--- config.mk ---
export PLATFORM = sky130hd
export DESIGN_NAME = ll_fifo_arbiter
export DESIGN_NICKNAME = d
export VERILOG_FILES = /design/src/rtl/ll_fifo_arbiter.sv
export SDC_FILE = /design/constraint.sdc
export NUM_CORES = 1
export LEC_CHECK = 0
export BUFFER_PORTS_ARGS = -buffer_cell sky130_fd_sc_hd__buf_2
export CAP_MARGIN = 20
export CELL_PAD_IN_SITES_DETAIL_PLACEMENT = 0
export CELL_PAD_IN_SITES_GLOBAL_PLACEMENT = 1
export CORE_ASPECT_RATIO = 1.5
export CORE_UTILIZATION = 34
export CTS_CLUSTER_DIAMETER = 120
export DETAILED_ROUTE_END_ITERATION = 12
export PLACE_DENSITY_LB_ADDON = 0.1
export SLEW_MARGIN = 20
export SYNTH_ARGS = -nofsm -noshare
export SYNTH_HDL_FRONTEND = slang
export SYNTH_SLANG_ARGS = --single-unit
--- constraint.sdc ---
create_clock -name clk -period 2.5 [get_ports clk]
set_input_delay 0.25 -clock clk [delete_from_list [all_inputs] [get_ports clk]]
set_output_delay 0.25 -clock clk [all_outputs]
set_load 0.02 [all_outputs]
--- src/rtl/ll_fifo_arbiter.sv ---
// Round-robin push/pop scheduler in front of the shared linked-list multi-queue FIFO.
// Optional per-queue occupancy cap: define LL_QUOTA_EN.
module ll_fifo_arbiter #(
    parameter int WIDTH     = 8,
    parameter int DEPTH     = 4,
    parameter int NUM_FIFOS = 2,
    parameter int QUOTA     = 2,
    parameter int PTR_WIDTH = $clog2(DEPTH),
    parameter int SEL_WIDTH = $clog2(NUM_FIFOS)
) (
    input  logic                               clk,
    input  logic                               rst,
    input  logic [NUM_FIFOS-1:0]               push_req,
    input  logic [NUM_FIFOS*WIDTH-1:0]         push_data,
    input  logic [NUM_FIFOS-1:0]               pop_req,
    output logic [NUM_FIFOS-1:0]               push_gnt,
    output logic [NUM_FIFOS-1:0]               pop_gnt,
    output logic                               fifo_push,
    output logic [SEL_WIDTH-1:0]               fifo_push_sel,
    output logic [WIDTH-1:0]                   fifo_data_in,
    output logic                               fifo_pop,
    output logic [SEL_WIDTH-1:0]               fifo_pop_sel,
    output logic [NUM_FIFOS*(PTR_WIDTH+1)-1:0] q_count,
    output logic [PTR_WIDTH:0]                 total_count,
    output logic                               full
);

    localparam int CW = PTR_WIDTH + 1;
`ifdef LL_QUOTA_EN
    localparam bit QUOTA_ON = 1'b1;
`else
    localparam bit QUOTA_ON = 1'b0;
`endif
    // Without the quota the per-queue cap degenerates to DEPTH, already implied by the total limit.
    localparam int QLIM = QUOTA_ON ? QUOTA : DEPTH;
    localparam logic [CW-1:0] DEPTH_C = CW'(DEPTH);
    localparam logic [CW-1:0] QLIM_C  = CW'(QLIM);

    logic [NUM_FIFOS-1:0][CW-1:0] cnt;
    logic [CW-1:0]                tot;
    logic [SEL_WIDTH-1:0]         rr_push, rr_pop;
    logic [SEL_WIDTH-1:0]         win_push, win_pop;
    logic                         found_push, found_pop;
    logic [NUM_FIFOS-1:0]         elig_push, elig_pop;

    // Returns {found, index} of the first set bit scanning upward from rr with wrap.
    function automatic logic [SEL_WIDTH:0] rr_pick(input logic [NUM_FIFOS-1:0] el,
                                                   input logic [SEL_WIDTH-1:0] rr);
        logic [SEL_WIDTH:0]   res;
        logic [SEL_WIDTH-1:0] sel;
        int                   idx;
        res = '0;
        for (int k = NUM_FIFOS - 1; k >= 0; k--) begin
            idx = int'(rr) + k;
            if (idx >= NUM_FIFOS) idx = idx - NUM_FIFOS;
            sel = idx[SEL_WIDTH-1:0];
            if (el[sel]) res = {1'b1, sel};
        end
        return res;
    endfunction

    function automatic logic [SEL_WIDTH-1:0] rr_next(input logic [SEL_WIDTH-1:0] w);
        return (int'(w) == NUM_FIFOS - 1) ? '0 : w + 1'b1;
    endfunction

    // Eligibility uses registered counts only: same-cycle grants never create space or data.
    always_comb begin
        elig_push = '0;
        elig_pop  = '0;
        for (int i = 0; i < NUM_FIFOS; i++) begin
            elig_push[i] = rst & push_req[i] & (tot < DEPTH_C) & (cnt[i] < QLIM_C);
            elig_pop[i]  = rst & pop_req[i] & (cnt[i] != '0);
        end
    end

    assign {found_push, win_push} = rr_pick(elig_push, rr_push);
    assign {found_pop,  win_pop}  = rr_pick(elig_pop,  rr_pop);

    always_comb begin
        push_gnt = '0;
        pop_gnt  = '0;
        if (found_push) push_gnt[win_push] = 1'b1;
        if (found_pop)  pop_gnt[win_pop]   = 1'b1;
    end

    always_ff @(posedge clk) begin
        if (!rst) begin
            fifo_push     <= 1'b0;
            fifo_push_sel <= '0;
            fifo_data_in  <= '0;
            fifo_pop      <= 1'b0;
            fifo_pop_sel  <= '0;
            rr_push       <= '0;
            rr_pop        <= '0;
            cnt           <= '0;
            tot           <= '0;
        end else begin
            fifo_push <= found_push;
            fifo_pop  <= found_pop;
            if (found_push) begin
                fifo_push_sel <= win_push;
                fifo_data_in  <= push_data[win_push*WIDTH +: WIDTH];
                rr_push       <= rr_next(win_push);
            end
            if (found_pop) begin
                fifo_pop_sel <= win_pop;
                rr_pop       <= rr_next(win_pop);
            end
            for (int i = 0; i < NUM_FIFOS; i++) begin
                case ({push_gnt[i], pop_gnt[i]})
                    2'b10:   cnt[i] <= cnt[i] + 1'b1;
                    2'b01:   cnt[i] <= cnt[i] - 1'b1;
                    default: ;
                endcase
            end
            case ({found_push, found_pop})
                2'b10:   tot <= tot + 1'b1;
                2'b01:   tot <= tot - 1'b1;
                default: ;
            endcase
        end
    end

    assign q_count     = cnt;
    assign total_count = tot;
    assign full        = (tot == DEPTH_C);

endmodule

==> impl_metrics.ini <==
[power_and_ir_drop]
combPwrFrac = 0.383
leakage_nw = 0.735
clkPwrFrac = 0.192
p_sw_mw = 0.415
switching_share = 0.361
peakVddDrop_mv = 0.420
p_seq_frac = 0.425
power_density_nw_per_um2 = 776
p_int_mw = 0.735

[global_routing]
grt_pass1_vias = 968
grt_pass1_wl_um = 4130
track_usage = 0.147
grt_antenna_before_repair = 0
grt_max_degree = 18
gr-total-overflow = 0

[synth]
ys_async_sr_fraction = 0
synth.cell_area_um2 = 1130
synthCells = 119
synth_edf_count = 0
avgSynthCellArea_um2 = 9.53
yosys-top-cells-count = dfxtp_1, a21oi_1, inv_1, o21ai_0, mux2i_1
synth_cell_types = 27
synth-main-ff-cell = dfxtp_1
ys_ff_latch = 23
synth_nets = 147
yosysTopAreaCell = dfxtp_1
yosysTopAreaCellShare = 0.406
synthTopCellsByArea = dfxtp_1, a21oi_1, mux2i_1
seq_area_frac_synth = 0.406
synth.most_common_cell = dfxtp_1
yosys_warnings = 0

[cts]
cts.sinks = 23
clk_pin_slew_ps = 70
cts_tree = yes
cts_buffers = 3
cts-htree-levels = 1
cts_root_buffer = clkbuf_8
post-cts-setup-buffers = 0
clock_latency_ps = 250
clockBufferDepth = 2

[worst_setup_path]
reg2reg_depth = 8
end_kind = register
r2r_setup_slack_ps = 260
cp-startpoint = q_count[0]
start_kind = register
worst-path-max-fanout = 4
reg2reg_from = q_count[0]
crit_required_ps = 2680
cp.arrival_ps = 2430
r2r-end = q_count[5]
path_class = reg -> reg

[sta]
fin_crit_sh = 0.898
setup_tns_ps = 0
tightest_slew_ps = 306
skew_ps = 2.66
finalHoldViolCount = 0
max_freq_ghz = 0.445
min_period_ps = 2240
drv_slew = 0
setup_viol_count_final = 0
rsz0062_at_grt = false
relSlewSlack = 0.796

[floorplan]
die-area_um2 = 3570
rows = 25
design.core.area_um2 = 3160
die_y_um = 72.7
start_util = 0.359
die_x_um = 49.1
io_pins = 48

[worst_hold_path]
min_from = push_data[8]
hold_depth = 3
hold_class = in -> reg
hold_end = fifo_data_in[0]

[place]
gp_congestion = 0.691
io_buffers = 47
dp_hpwl_um = 1950

[cells_and_area]
antennaDiodeCount = 0
final_util = 0.469
syn_to_final_growth_pct = 30.7
drive_above_1_share = 0.365
finish.net_count = 199

[job]
cap_viol_max_count = 0

[route]
drc_errors = 0
routedWlPerCell_um = 11.5
drt_iter0_markers = 3
drt-pass1-iter-count = 3
wl_um = 2420
num_vias = 982
ant_nets = 0
routed_via_density = 4.68

[status]
status = finished clean
-- worst max path at each step --
stage                 endpoint  cells after the start
finish              q_count[5]                      8
floorplan           q_count[2]                      8
detailed placement  q_count[5]                      8
global route        q_count[5]                      8
global placement    q_count[5]                      8
CTS                 q_count[5]                      8
-- state kept, by name, indices dropped and copies added (netlist names) --
register and cells:
fifo_pop 1, total_count 3, rr_pop 1, fifo_pop_sel 1, fifo_push 1, q_count 6, fifo_data_in 8, fifo_push_sel 1
rr_push 1
-- worst max-delay path, cell delays in order (launching register included) --
cell	delay, ps
dfxtp_1	370
o311ai_4	370
o21a_1	210
ha_1	200
inv_1	60
fa_1	370
xor2_1	150
or3_1	300
a21boi_0	150
-- cell usage in the layout, fill, tap and decap left out, drive strengths merged --
| cell type | synthesis | routed |
|---|---|---|
| buf | 2 | 51 |
| dfxtp | 23 | 23 |
| a21oi | 19 | 19 |
| inv | 13 | 13 |
| o21ai | 10 | 10 |
| mux2i | 8 | 8 |
| and2 | 6 | 6 |
| a21boi | 5 | 5 |
| nand2 | 4 | 4 |
| or3 | 4 | 4 |
| clkbuf | 2 | 4 |
| xor2 | 3 | 3 |
| xnor2 | 3 | 3 |
| fa | 3 | 3 |
| ha | 3 | 3 |
| nand2b | 3 | 3 |
| or2 | 2 | 2 |
| o311a | 1 | 1 |
| o311ai | 1 | 1 |
| o21a | 1 | 1 |
| and4bb | 1 | 1 |
| and3 | 1 | 1 |
| a31o | 1 | 1 |
-- area by class of cell --
| cell class | instances | area [um^2] |
|---|---|---|
| clock buffers | 4 | 45.0 |
| fillers | 324 | 1680 |
| inverters | 13 | 48.8 |
| multi-input cells | 79 | 612 |
| flip-flops and latches | 23 | 460 |
| well taps | 40 | 50.0 |
| repair buffers | 51 | 265 |
-- routing by layer --
layer  global-route usage  up-vias  routed length, um
met5                    0        -                  0
met4               0.0588        0                 23
met3               0.0167        2                111
met2                0.282       26               1270
met1                0.161      447               1020
li1                     -      507                  -
-- per-stage QoR --
| step | power, mW | setup WS, ps | hold slack [ps] | instance area, um^2 | instances |
|---|---|---|---|---|---|
| 5_1_grt | 1.24 | 87.5 | 292 | 1480 | 210 |
| 3_5_place_dp | 0.933 | 204 | 479 | 1430 | 206 |
| 2_1_floorplan | 0.795 | 98.3 | 422 | 1140 | 119 |
| 6_report | 1.15 | 255 | 279 | 1480 | 210 |
| 3_3_place_gp | 0.924 | 211 | 467 | 1430 | 206 |
| 4_1_cts | 1.16 | 179 | 279 | 1470 | 210 |
-- power groups by stage --
stage	Clock [mW]	Combinational, mW	Sequential, mW
after floorplan	0	0.223	0.572
after global placement	0	0.433	0.492
after detailed placement	0	0.438	0.495
after CTS	0.232	0.444	0.487
after global routing	0.246	0.496	0.500
final	0.221	0.440	0.489
-- kinds of logic (layout without fill, tap and decap cells) --
| group | after synthesis | in the layout | synth area share |
|---|---|---|---|
| AO/OA/AOI/OAI | 38 | 38 | 0.205 |
| flip-flops | 23 | 23 | 0.406 |
| multiplexers | 8 | 8 | 0.0706 |
| AND/OR/NAND/NOR | 21 | 21 | 0.119 |
| XOR/XNOR | 6 | 6 | 0.0464 |
| adder cells (fa/ha/maj) | 6 | 6 | 0.0861 |
| buffers and inverters | 17 | 68 | 0.0662 |
-- repair_timing --
item	CTS	global route
hold buffers	0	0
endpoints found under the setup margin	0	1
gates resized for setup	0	1
No activity file was read; power rests on OpenSTA's default activity.
